--- src/rtl/pixel_coord_scanner_pkg.sv ---
// Shared types for the pixel coordinate scanner: scanner state encoding and
// the default-width fixed-point coordinate type.
package pixel_coord_scanner_pkg;

  localparam int unsigned COORD_W_DEF = 32;

  typedef logic [COORD_W_DEF-1:0] coord_t;

  typedef enum logic [1:0] {
    ST_IDLE  = 2'd0,
    ST_RUN   = 2'd1,
    ST_DRAIN = 2'd2
  } scan_state_e;

endpackage

--- src/rtl/credit_counter.sv ---
// Up/down outstanding-credit counter, saturating at 0 and MAX_CNT, with a
// sticky error flag for returns that arrive when nothing is outstanding.
module credit_counter
  import pixel_coord_scanner_pkg::*;
#(
  parameter int unsigned MAX_CNT = 4,
  parameter int unsigned CNT_W   = $clog2(MAX_CNT + 1)
) (
  input  logic             clk_i,
  input  logic             rst_ni,
  input  logic             inc_i,
  input  logic             dec_i,
  input  logic             clr_err_i,
  output logic [CNT_W-1:0] cnt_o,
  output logic             err_o
);

  localparam logic [CNT_W-1:0] CNT_MAX = CNT_W'(MAX_CNT);

  logic [CNT_W-1:0] cnt_q, cnt_d;
  logic             err_q, err_d;

  // Next count and error flag; a same-cycle increment and decrement cancel.
  always_comb begin
    cnt_d = cnt_q;
    err_d = err_q;
    if (clr_err_i) begin
      err_d = 1'b0;
    end else begin
      err_d = err_q;
    end
    if (inc_i && !dec_i) begin
      if (cnt_q != CNT_MAX) begin
        cnt_d = cnt_q + CNT_W'(1);
      end else begin
        cnt_d = cnt_q;
      end
    end else if (dec_i && !inc_i) begin
      if (cnt_q != '0) begin
        cnt_d = cnt_q - CNT_W'(1);
      end else begin
        cnt_d = '0;
        err_d = 1'b1;
      end
    end else begin
      cnt_d = cnt_q;
    end
  end

  // Counter and error state registers.
  always_ff @(posedge clk_i or negedge rst_ni) begin
    if (!rst_ni) begin
      cnt_q <= '0;
      err_q <= 1'b0;
    end else begin
      cnt_q <= cnt_d;
      err_q <= err_d;
    end
  end

  assign cnt_o = cnt_q;
  assign err_o = err_q;

endmodule

--- src/rtl/pixel_coord_scanner.sv ---
// Raster scanner issuing fixed-point pixel coordinates to a downstream ray
// unit, throttled by a credit count of coordinates not yet returned.
module pixel_coord_scanner
  import pixel_coord_scanner_pkg::*;
#(
  parameter int unsigned       H_RES        = 640,
  parameter int unsigned       V_RES        = 480,
  parameter int unsigned       COORD_W      = 32,
  parameter logic [COORD_W-1:0] STEP        = 32'h0020_0000,
  parameter int unsigned       MAX_INFLIGHT = 4
) (
  input  logic                               out_stream_aclk,
  input  logic                               periph_resetn,
  input  logic                               start,
  input  logic                               continuous,
  output logic [COORD_W-1:0]                 coord_x,
  output logic [COORD_W-1:0]                 coord_y,
  output logic                               coord_valid,
  input  logic                               coord_ready,
  output logic                               coord_sof,
  output logic                               coord_eol,
  input  logic                               ret_valid,
  output logic [$clog2(MAX_INFLIGHT+1)-1:0]  inflight,
  output logic                               busy,
  output logic                               frame_done,
  output logic                               credit_err
);

  localparam int unsigned COL_W = $clog2(H_RES);
  localparam int unsigned ROW_W = $clog2(V_RES);
  localparam int unsigned CNT_W = $clog2(MAX_INFLIGHT + 1);

  localparam logic [COL_W-1:0] COL_LAST = COL_W'(H_RES - 1);
  localparam logic [ROW_W-1:0] ROW_LAST = ROW_W'(V_RES - 1);
  localparam logic [CNT_W-1:0] CNT_MAX  = CNT_W'(MAX_INFLIGHT);

  scan_state_e        state_q, state_d;
  logic [COL_W-1:0]   col_q, col_d;
  logic [ROW_W-1:0]   row_q, row_d;
  logic [COORD_W-1:0] x_q, x_d;
  logic [COORD_W-1:0] y_q, y_d;
  logic               frame_done_q, frame_done_d;

  logic               handshake_s;
  logic               start_frame_s;
  logic [CNT_W-1:0]   inflight_s;
  logic               credit_err_s;

  // Valid depends only on registered state, so ret_valid cannot reach it combinationally.
  assign coord_valid   = (state_q == ST_RUN) && (inflight_s < CNT_MAX);
  assign handshake_s   = coord_valid && coord_ready;
  assign start_frame_s = (state_q == ST_IDLE) && start;

  // Next-state, raster counters and coordinate accumulators.
  always_comb begin
    state_d      = state_q;
    col_d        = col_q;
    row_d        = row_q;
    x_d          = x_q;
    y_d          = y_q;
    frame_done_d = 1'b0;
    case (state_q)
      ST_IDLE: begin
        if (start) begin
          state_d = ST_RUN;
          col_d   = '0;
          row_d   = '0;
          x_d     = '0;
          y_d     = '0;
        end else begin
          state_d = ST_IDLE;
        end
      end
      ST_RUN: begin
        if (handshake_s) begin
          if (col_q == COL_LAST) begin
            col_d = '0;
            x_d   = '0;
            if (row_q == ROW_LAST) begin
              row_d   = '0;
              y_d     = '0;
              state_d = ST_DRAIN;
            end else begin
              row_d = row_q + ROW_W'(1);
              y_d   = y_q + STEP;
            end
          end else begin
            col_d = col_q + COL_W'(1);
            x_d   = x_q + STEP;
          end
        end else begin
          state_d = ST_RUN;
        end
      end
      ST_DRAIN: begin
        if (inflight_s == '0) begin
          frame_done_d = 1'b1;
          state_d      = continuous ? ST_RUN : ST_IDLE;
        end else begin
          state_d = ST_DRAIN;
        end
      end
      default: begin
        state_d = ST_IDLE;
        col_d   = '0;
        row_d   = '0;
        x_d     = '0;
        y_d     = '0;
      end
    endcase
  end

  // Scanner state registers.
  always_ff @(posedge out_stream_aclk or negedge periph_resetn) begin
    if (!periph_resetn) begin
      state_q      <= ST_IDLE;
      col_q        <= '0;
      row_q        <= '0;
      x_q          <= '0;
      y_q          <= '0;
      frame_done_q <= 1'b0;
    end else begin
      state_q      <= state_d;
      col_q        <= col_d;
      row_q        <= row_d;
      x_q          <= x_d;
      y_q          <= y_d;
      frame_done_q <= frame_done_d;
    end
  end

  credit_counter #(
    .MAX_CNT (MAX_INFLIGHT),
    .CNT_W   (CNT_W)
  ) u_credit_counter (
    .clk_i     (out_stream_aclk),
    .rst_ni    (periph_resetn),
    .inc_i     (handshake_s),
    .dec_i     (ret_valid),
    .clr_err_i (start_frame_s),
    .cnt_o     (inflight_s),
    .err_o     (credit_err_s)
  );

  // Markers are gated to RUN so an idle or reset scanner presents all-zero outputs.
  assign coord_sof  = (state_q == ST_RUN) && (col_q == '0) && (row_q == '0);
  assign coord_eol  = (state_q == ST_RUN) && (col_q == COL_LAST);
  assign coord_x    = x_q;
  assign coord_y    = y_q;
  assign inflight   = inflight_s;
  assign busy       = (state_q != ST_IDLE);
  assign frame_done = frame_done_q;
  assign credit_err = credit_err_s;

endmodule
--- config.mk ---
export PLATFORM = sky130hd
export DESIGN_NAME = pixel_coord_scanner
export DESIGN_NICKNAME = d
export VERILOG_FILES = /design/src/rtl/pixel_coord_scanner_pkg.sv /design/src/rtl/credit_counter.sv /design/src/rtl/pixel_coord_scanner.sv
export SDC_FILE = /design/constraint.sdc
export NUM_CORES = 1
export LEC_CHECK = 0
export ABC_AREA = 1
export BUFFER_PORTS_ARGS = -buffer_cell sky130_fd_sc_hd__clkbuf_2
export CAP_MARGIN = 20
export CORE_UTILIZATION = 40
export CTS_CLUSTER_SIZE = 10
export DETAILED_ROUTE_END_ITERATION = 10
export GPL_TIMING_DRIVEN = 0
export PLACE_DENSITY = 0.63
export SYNTH_ARGS = -nofsm -noshare
export SYNTH_HDL_FRONTEND = slang
export SYNTH_SLANG_ARGS = --single-unit
--- constraint.sdc ---
create_clock -name out_stream_aclk -period 4.25 [get_ports out_stream_aclk]
set_clock_uncertainty 0.1 [all_clocks]
set_input_delay 0.425 -clock out_stream_aclk [delete_from_list [all_inputs] [get_ports out_stream_aclk]]
set_output_delay 0.425 -clock out_stream_aclk [all_outputs]
set_load 0.01 [all_outputs]
==> results of run 1 <==
==> metal layers <==
metal  share of wire, %  routed length [um]  vias up
met3                3.8                 277       11
met5                  0                   0        -
met1                 46                3330     1355
met4                2.2                 160        0
li1                   -                   -     1554
met2                 48                3470       59
==> worst max-delay path, stage by stage (launching register included) <==
cell	delay, ps
dfrtp_1	390
ha_1	190
nand2_1	60
nor2_1	230
inv_1	100
nor2_1	150
nand4_1	120
nor2_1	100
clkbuf_2	130
==> logic make-up after synthesis <==
logic type | Yosys count | synth area share, %
and+or+nand+nor | 248 | 33.4
buffers and inverters | 103 | 17.1
DFF | 48 | 36.6
AOI/OAI and AO/OA | 45 | 7.44
adders and majority gates | 9 | 3.44
xor gates and xnor gates | 6 | 1.60
other | 1 | 0.114
muxes | 1 | 0.305
==> metrics by stage <==
| step | total power, uW | std cells | area [sq um] |
|---|---|---|---|
| after global routing | 1970 | 650 | 3870 |
| after detailed placement | 1530 | 641 | 3760 |
| after global placement | 1500 | 640 | 3740 |
| final | 1810 | 650 | 3870 |
| after CTS | 1840 | 650 | 3870 |
| after floorplan | 1250 | 502 | 3430 |
==> Yosys cell counts, types with 2 or more instances <==
cell | instances | share of area, %
nand2_1 | 130 | 15
xor2_1 | 5 | 1.3
nor3_1 | 4 | 0.61
a21oi_1 | 6 | 0.92
buf_2 | 4 | 0.61
inv_2 | 4 | 0.46
inv_1 | 50 | 5.7
o21ai_0 | 25 | 3.8
buf_4 | 45 | 10
nand3b_1 | 2 | 0.46
nand4_1 | 15 | 2.9
dfrtp_1 | 48 | 37
ha_1 | 9 | 3.4
nand2_2 | 3 | 0.57
nand3_1 | 38 | 5.8
nor2_1 | 46 | 5.3
nand3_2 | 3 | 0.92
o21bai_1 | 2 | 0.46
o21ai_1 | 10 | 1.5
==> final cells by class <==
type | instances | share of cell area, %
inverters | 54 | 5.24
clock inverters | 2 | 0.356
clock buffers | 6 | 2.14
well taps | 102 | 3.30
multi-input cells | 351 | 43.2
plain buffers | 49 | 9.26
repair buffers | 38 | 5.44
flip-flops and latches | 48 | 31.1
==> power by group <==
part	internal [uW]	switching (uW)	leakage, uW
sequential	535	97.9	0.000652
clock	134	171	0.0000516
combinational	296	581	0.00135
==> worst paths after layout <==
path	startpoint	endpoint	slack (ps)	depth (start not counted)
setup / recovery	col_q[1]$_DFFE_PN0P_	coord_eol	1930	8
hold / removal	continuous	state_q[0]$_DFFE_PN0P_	290	3
setup reg to reg	row_q[0]$_DFFE_PN0P_	coord_y[21]$_DFFE_PN0P_	2340	6
hold reg to reg	u_credit_counter.err_o$_DFF_PN0_	u_credit_counter.err_o$_DFF_PN0_	390	2
max in group asynchronous	periph_resetn	col_q[8]$_DFFE_PN0P_	3000	3
min in group asynchronous	periph_resetn	col_q[4]$_DFFE_PN0P_	520	2
==> what timing repair did <==
| action | 4_1_cts | 5_1_grt |
|---|---|---|
| endpoints found under the hold margin | 16 | 0 |
| endpoints found under the setup margin | 0 | 0 |
| hold buffers | 1 | 0 |
| buffers inserted | 0 | 0 |
==> registers in the layout, summed over array words and instances (netlist names) <==
| signal | cells |
|---|---|
| coord_x | 11 |
| u_credit_counter.cnt_o | 3 |
| state_q | 2 |
| row_q | 9 |
| col_q | 10 |
| u_credit_counter.err_o | 1 |
| coord_y | 11 |
| frame_done | 1 |
==> results.toml, run 1 <==
[clocking]
post_cts_resized = 0
clock_path_buffers = 2
cts_tree = "yes"
numCtsBuffers = 5
cts-root-buf = "clkbuf_8"
clkTransAtPathRegs_ps = 90
clkLatencyLatePin_ps = 310
clock_sinks = 48
cts.htree.levels = 2

[timing]
setup_slack_ps = 1930
fin_crit_ps = 2320
tns_ps = 0
period_share_pct = 54.6
hold-worst-slack_ps = 288
slew_violations = 0
finalSetupViolCount = 0
hold_viol_final = 0
rsz0062_at_grt = "no"
max_clock_freq_mhz = 431

[worst_setup_path]
crit_path_start_kind = "flop"
cp.required_ps = 3720
end_kind = "output port"
crit_fanout = 4
critical_path_class = "flop to output port"
crit_arrival_ps = 1790

[global_route]
grt_use_total_pct = 18.5
grt_pass1_wl_um = 12500
use_met2_pct = 31.1
gr-total-overflow = 0
antenna_found_initial = 0
grt_pass1_vias = 2721
busiest_layer = "met2"
met1_usage_pct = 23.9
met3_usage_pct = 2.96
grt_max_degree = 33

[yosys]
synth_area_sq_um = 3280
async_reset_ff_share_pct = 100
synth_top_flop_cell = "dfrtp_1"
syn-instance-count = 461
synth_area_per_cell_sq_um = 7.11
synth-edff-count = 0
synth_cell_types = 31
seq_area_frac_synth_pct = 36.6
yosys_warnings = 0
synth_seq_cells = 48

[placement]
routabilityCongestion = 0.883
hpwlAfterDp_um = 5500
port_buffers = 36
pre_cts_slack_ps = 2270

[route]
routed_wl_um = 7240
antenna_left = 0
via_per_inst = 4.58
drc = 0
via_count = 2979
wire_per_inst_um = 11.1
dr.pass1.iters = 4
drtIter0Drc = 56

[floorplan]
die_width_um = 92.5
io_pins = 79
core_area_sq_um = 7810
die_area_sq_um = 8560
die_h_um = 92.5
rows = 32
start_util_pct = 42.0

[final_layout]
drive_above_1_share_pct = 19.9
antennaDiodeCount = 0
postLayoutCoreUtil_pct = 49.5
final_common_cell = "nand2_1"
mostFrequentLayoutCells = "130 x nand2_1, 50 x inv_1, 48 x dfrtp_1"
fill_cells = 845
multi_input_area_sq_um = 1670
area_growth_pct = 17.9
seq_area_sq_um = 1200
nets = 562

[pwr]
p_leak_uw = 0.00205
ir_worst_vdd_v = 0.000268
pwr_density_cell_nw_per_um2 = 469

[hold_path]
hold_class = "input pin to flop"

[run_status]
status = "completed"

[run]
drv_cap = 0
Power figures use the tool's default switching activity.
==> run 2, diff against run 1 <==
clock period = 2.2 ns   (was 4.25 ns; I/O delays follow)
==> results.toml, run 2 (same netlist as run 1, synthesis figures left out) <==
[hold_path]
hold_class = "input pin to flop"
hold_depth = 3
worstHoldStart = "continuous"
worst_hold_path.endpoint = "state_q[0]$_DFFE_PN0P_"

[clocking]
clock_sinks = 48
clkLatencyLatePin_ps = 310
cts-root-buf = "clkbuf_8"
cts_setup_buffers = 0
clkTransAtPathRegs_ps = 100
cts_tree = "yes"
clock_path_buffers = 2
numCtsBuffers = 5
cts.htree.levels = 2

[final_layout]
multi_input_area_sq_um = 1680
final_common_cell = "nand2_1"
mostFrequentLayoutCells = "130 x nand2_1, 50 x inv_1, 48 x dfrtp_1"
antennaDiodeCount = 0
seq_area_sq_um = 1200
drive_above_1_share_pct = 20.1
nets = 562
stdcell_area_sq_um = 3870
postLayoutCoreUtil_pct = 49.6
fill_cells = 843
area_growth_pct = 18.2

[route]
routed_wl_um = 7290
via_per_inst = 4.59
drtIter0Drc = 62
antenna_left = 0
wire_per_inst_um = 11.2
via_count = 2983
drc = 0
dr.pass1.iters = 5

[global_route]
grt_use_total_pct = 18.5
gr-total-overflow = 0
grt_pass1_vias = 2721
grt_max_degree = 33
grt_pass1_wl_um = 12500
antenna_found_initial = 0

[timing]
period_share_pct = 92.7
max_clock_freq_mhz = 490
setup_slack_ps = 161
finalSetupViolCount = 0
hold_viol_final = 0
hold-worst-slack_ps = 78.8
slew_violations = 0
fin_crit_ps = 2040

[worst_setup_path]
cp.required_ps = 1880
critical_path_class = "flop to output port"
crit_path_start_kind = "flop"
reg2regPathDepth = 6
rr_startpoint = "row_q[0]$_DFFE_PN0P_"
end_kind = "output port"
r2r-end = "coord_y[21]$_DFFE_PN0P_"
crit_arrival_ps = 1720
regToRegSetupSlack_ps = 270
crit_fanout = 4

[placement]
hpwlAfterDp_um = 5500
routabilityCongestion = 0.883
placed_area_sq_um = 3760
port_buffers = 36
pre_cts_slack_ps = 305

[run]
drv_cap = 0

[floorplan]
die_width_um = 92.5
start_util_pct = 42.0
rows = 32
die_area_sq_um = 8560
die_h_um = 92.5
io_pins = 79
core_area_sq_um = 7810

[run_status]
status = "completed"

[pwr]
pwr_density_cell_nw_per_um2 = 906
p_leak_uw = 0.00205
ir_worst_vdd_v = 0.000517
[run 2: cell counts in the layout (fill, tap and decap cells not counted)]
No cell type changed its count.
[run 2: worst max-delay path by stage]
stage,cells after the start,endpoint,from,slack [ps]
after detailed placement,6,coord_y[21]$_DFFE_PN0P_,row_q[0]$_DFFE_PN0P_,310
after global placement,6,row_q[8]$_DFFE_PN0P_,row_q[0]$_DFFE_PN0P_,300
after floorplan,6,coord_y[21]$_DFFE_PN0P_,row_q[0]$_DFFE_PN0P_,680
after global routing,8,coord_eol,col_q[1]$_DFFE_PN0P_,-0.7
final,8,coord_eol,col_q[1]$_DFFE_PN0P_,160
after CTS,8,coord_eol,col_q[0]$_DFFE_PN0P_,60
[run 2: layout make-up]
class                           instances  share of cell area (%)
Multi-Input combinational cell        351                    43.3
Sequential cell                        48                    31.0
Buffer                                 49                    9.24
Timing Repair Buffer                   38                    5.43
Inverter                               54                    5.23
Tap cell                              102                    3.29
Clock buffer                            6                    2.13
Clock inverter                          2                   0.355
[run 2: metal layers]
metal	GRT usage [%]	vias up	wire length, um
met4	6.51	0	166
met5	0	-	0
li1	-	1554	-
met3	2.96	12	275
met2	31.1	56	3510
met1	23.9	1361	3340
[run 2: timing repair]
item,CTS,global route
hold buffers,1,0
endpoints found under the hold margin,16,0
resized for setup,0,2
setup endpoints to repair,0,1
[run 2: through the flow]
stage	instances	total power (uW)	setup TNS, ps
4_1_cts	650	3550	0
5_1_grt	650	3810	-0.731
3_3_place_gp	640	2910	0
3_5_place_dp	641	2950	0
2_1_floorplan	502	2410	0
6_report	650	3510	0
[run 2: worst max-delay path: stages (launching register included)]
cell      delay (ps)
dfrtp_1          390
ha_1             190
nand2_1          110
nor2_4           140
inv_1             70
nor2_1           140
nand4_1          130
nor2_1           100
clkbuf_2         130
[run 2: report_power, final]
group / switching, uW / internal (uW) / leakage [uW]
clock network: 331 / 258 / 0.0000516
registers: 190 / 1030 / 0.000652
logic: 1130 / 572 / 0.00135
==> run 3, diff against run 2 <==
==> constraint.sdc (replaced) <==
create_clock -name out_stream_aclk -period 2.2 [get_ports out_stream_aclk]
set_clock_uncertainty 0.1 [all_clocks]
set_input_delay 0.66 -clock out_stream_aclk [delete_from_list [all_inputs] [get_ports out_stream_aclk]]
set_output_delay 0.66 -clock out_stream_aclk [all_outputs]
set_load 0.02 [all_outputs]
==> results.toml, run 3 (same netlist as run 1, synthesis figures left out) <==
[placement]
port_buffers = 36
hpwlAfterDp_um = 5500
placed_area_sq_um = 3760
routabilityCongestion = 0.883

[clocking]
cts-root-buf = "clkbuf_8"
clock_sinks = 48
numCtsBuffers = 5
cts_tree = "yes"
clkLatencyLatePin_ps = 310
clock_path_buffers = 2
cts.htree.levels = 2
clkTransAtPathRegs_ps = 90

[worst_setup_path]
crit_path_start_kind = "flop"
crit_arrival_ps = 1590
end_kind = "output port"
crit_slowest_cell = "dfrtp_1"
cp.required_ps = 1440
cp_slowest_stage_delay_ps = 390
cp.buffers_inverters = 2
critical_path_class = "flop to output port"
crit_path_frequent_cell = "nor2_4"
path_delay_family = "simple AND/OR/NAND/NOR gates"
path_cells = "ha_2 -> nand2_2 -> nor2_4 -> inv_2 -> nor2_4 -> nand4_1 -> nor2_1 -> buf_4"
regToRegSetupSlack_ps = 210
crit_fanout = 3

[final_layout]
stdcell_area_sq_um = 4010
nets = 575
seq_area_sq_um = 1200
area_growth_pct = 22.3
drive_above_1_share_pct = 23.5
mostFrequentLayoutCells = "129 x nand2_1, 60 x buf_4, 48 x inv_1"
multi_input_area_sq_um = 1700
fill_cells = 834
antennaDiodeCount = 0
postLayoutCoreUtil_pct = 51.4
final_common_cell = "nand2_1"

[floorplan]
start_util_pct = 42.0
die_width_um = 92.5
die_h_um = 92.5
io_pins = 79
die_area_sq_um = 8560
rows = 32
core_area_sq_um = 7810

[route]
via_per_inst = 4.60
drc = 0
dr.pass1.iters = 4
antenna_left = 0
wire_per_inst_um = 11.3
routed_wl_um = 7530
drtIter0Drc = 60
via_count = 3047

[global_route]
grt_use_total_pct = 19.2
grt_pass1_vias = 2813
gr-total-overflow = 0
grt_pass1_wl_um = 13000
grt_max_degree = 33
antenna_found_initial = 0

[pwr]
pwr_density_cell_nw_per_um2 = 947
p_leak_uw = 0.00212
power.total_uw = 3800
ir_worst_vdd_v = 0.000529

[timing]
finalSetupViolCount = 2
slew_violations = 0
max_clock_freq_mhz = 425
rsz0062_at_grt = "yes"
setup_slack_ps = -151
period_share_pct = 107
hold_viol_final = 0
fin_crit_ps = 2350

[run_status]
status = "finished, violations left"
violations = "setup timing"

[hold_path]
hold_class = "input pin to asynchronous set/reset pin"

[run]
drv_cap = 0
run 3: cell type report:
type | count | area share, %
clock buffers | 6 | 2.06
multi-input cells | 351 | 42.5
flip-flops and latches | 48 | 30.0
inverters | 54 | 5.12
clock inverters | 2 | 0.343
well taps | 102 | 3.18
repair buffers | 51 | 7.74
plain buffers | 49 | 9.08
run 3: routing by layer:
layer,global-route usage (%),vias up,share of wire (%)
li1,-,1583,-
met1,24.3,1388,45
met2,33.0,63,49
met3,3.20,13,3.9
met4,6.51,0,2.2
met5,0,-,0
run 3: report_power, final:
group / internal (uW) / switching, uW
Clock: 258 / 331
Sequential: 1030 / 180
Combinational: 685 / 1310
Total: 1980 / 1820
run 3: worst paths after layout:
path / cells past startpoint / startpoint / endpoint
max: 8 / col_q[1]$_DFFE_PN0P_ / coord_eol
min: 1 / periph_resetn / u_credit_counter.cnt_o[2]$_DFFE_PN0P_
max reg2reg: 11 / col_q[1]$_DFFE_PN0P_ / row_q[0]$_DFFE_PN0P_
min reg2reg: 2 / u_credit_counter.err_o$_DFF_PN0_ / u_credit_counter.err_o$_DFF_PN0_
max in group asynchronous: 2 / periph_resetn / col_q[7]$_DFFE_PN0P_
min in group out_stream_aclk: 2 / u_credit_counter.err_o$_DFF_PN0_ / u_credit_counter.err_o$_DFF_PN0_
run 3: stage by stage:
stage	TNS [ps]	hold WS [ps]	cells	worst slack [ps]
finish	-219	192	663	-151
global route	-464	220	663	-265
CTS	-266	204	660	-199
detailed placement	-48.2	373	641	-48.2
global placement	-28.9	368	640	-28.9
floorplan	0	264	502	144
run 3: timing repair:
action                                 in CTS  in global routing
buffers inserted                           11                  3
cloned                                      0                  0
setup endpoints to repair                   2                  2
endpoints found under the hold margin       0                  0
resized for setup                          17                  1
pin swaps                                   5                  5
hold buffers                                0                  0
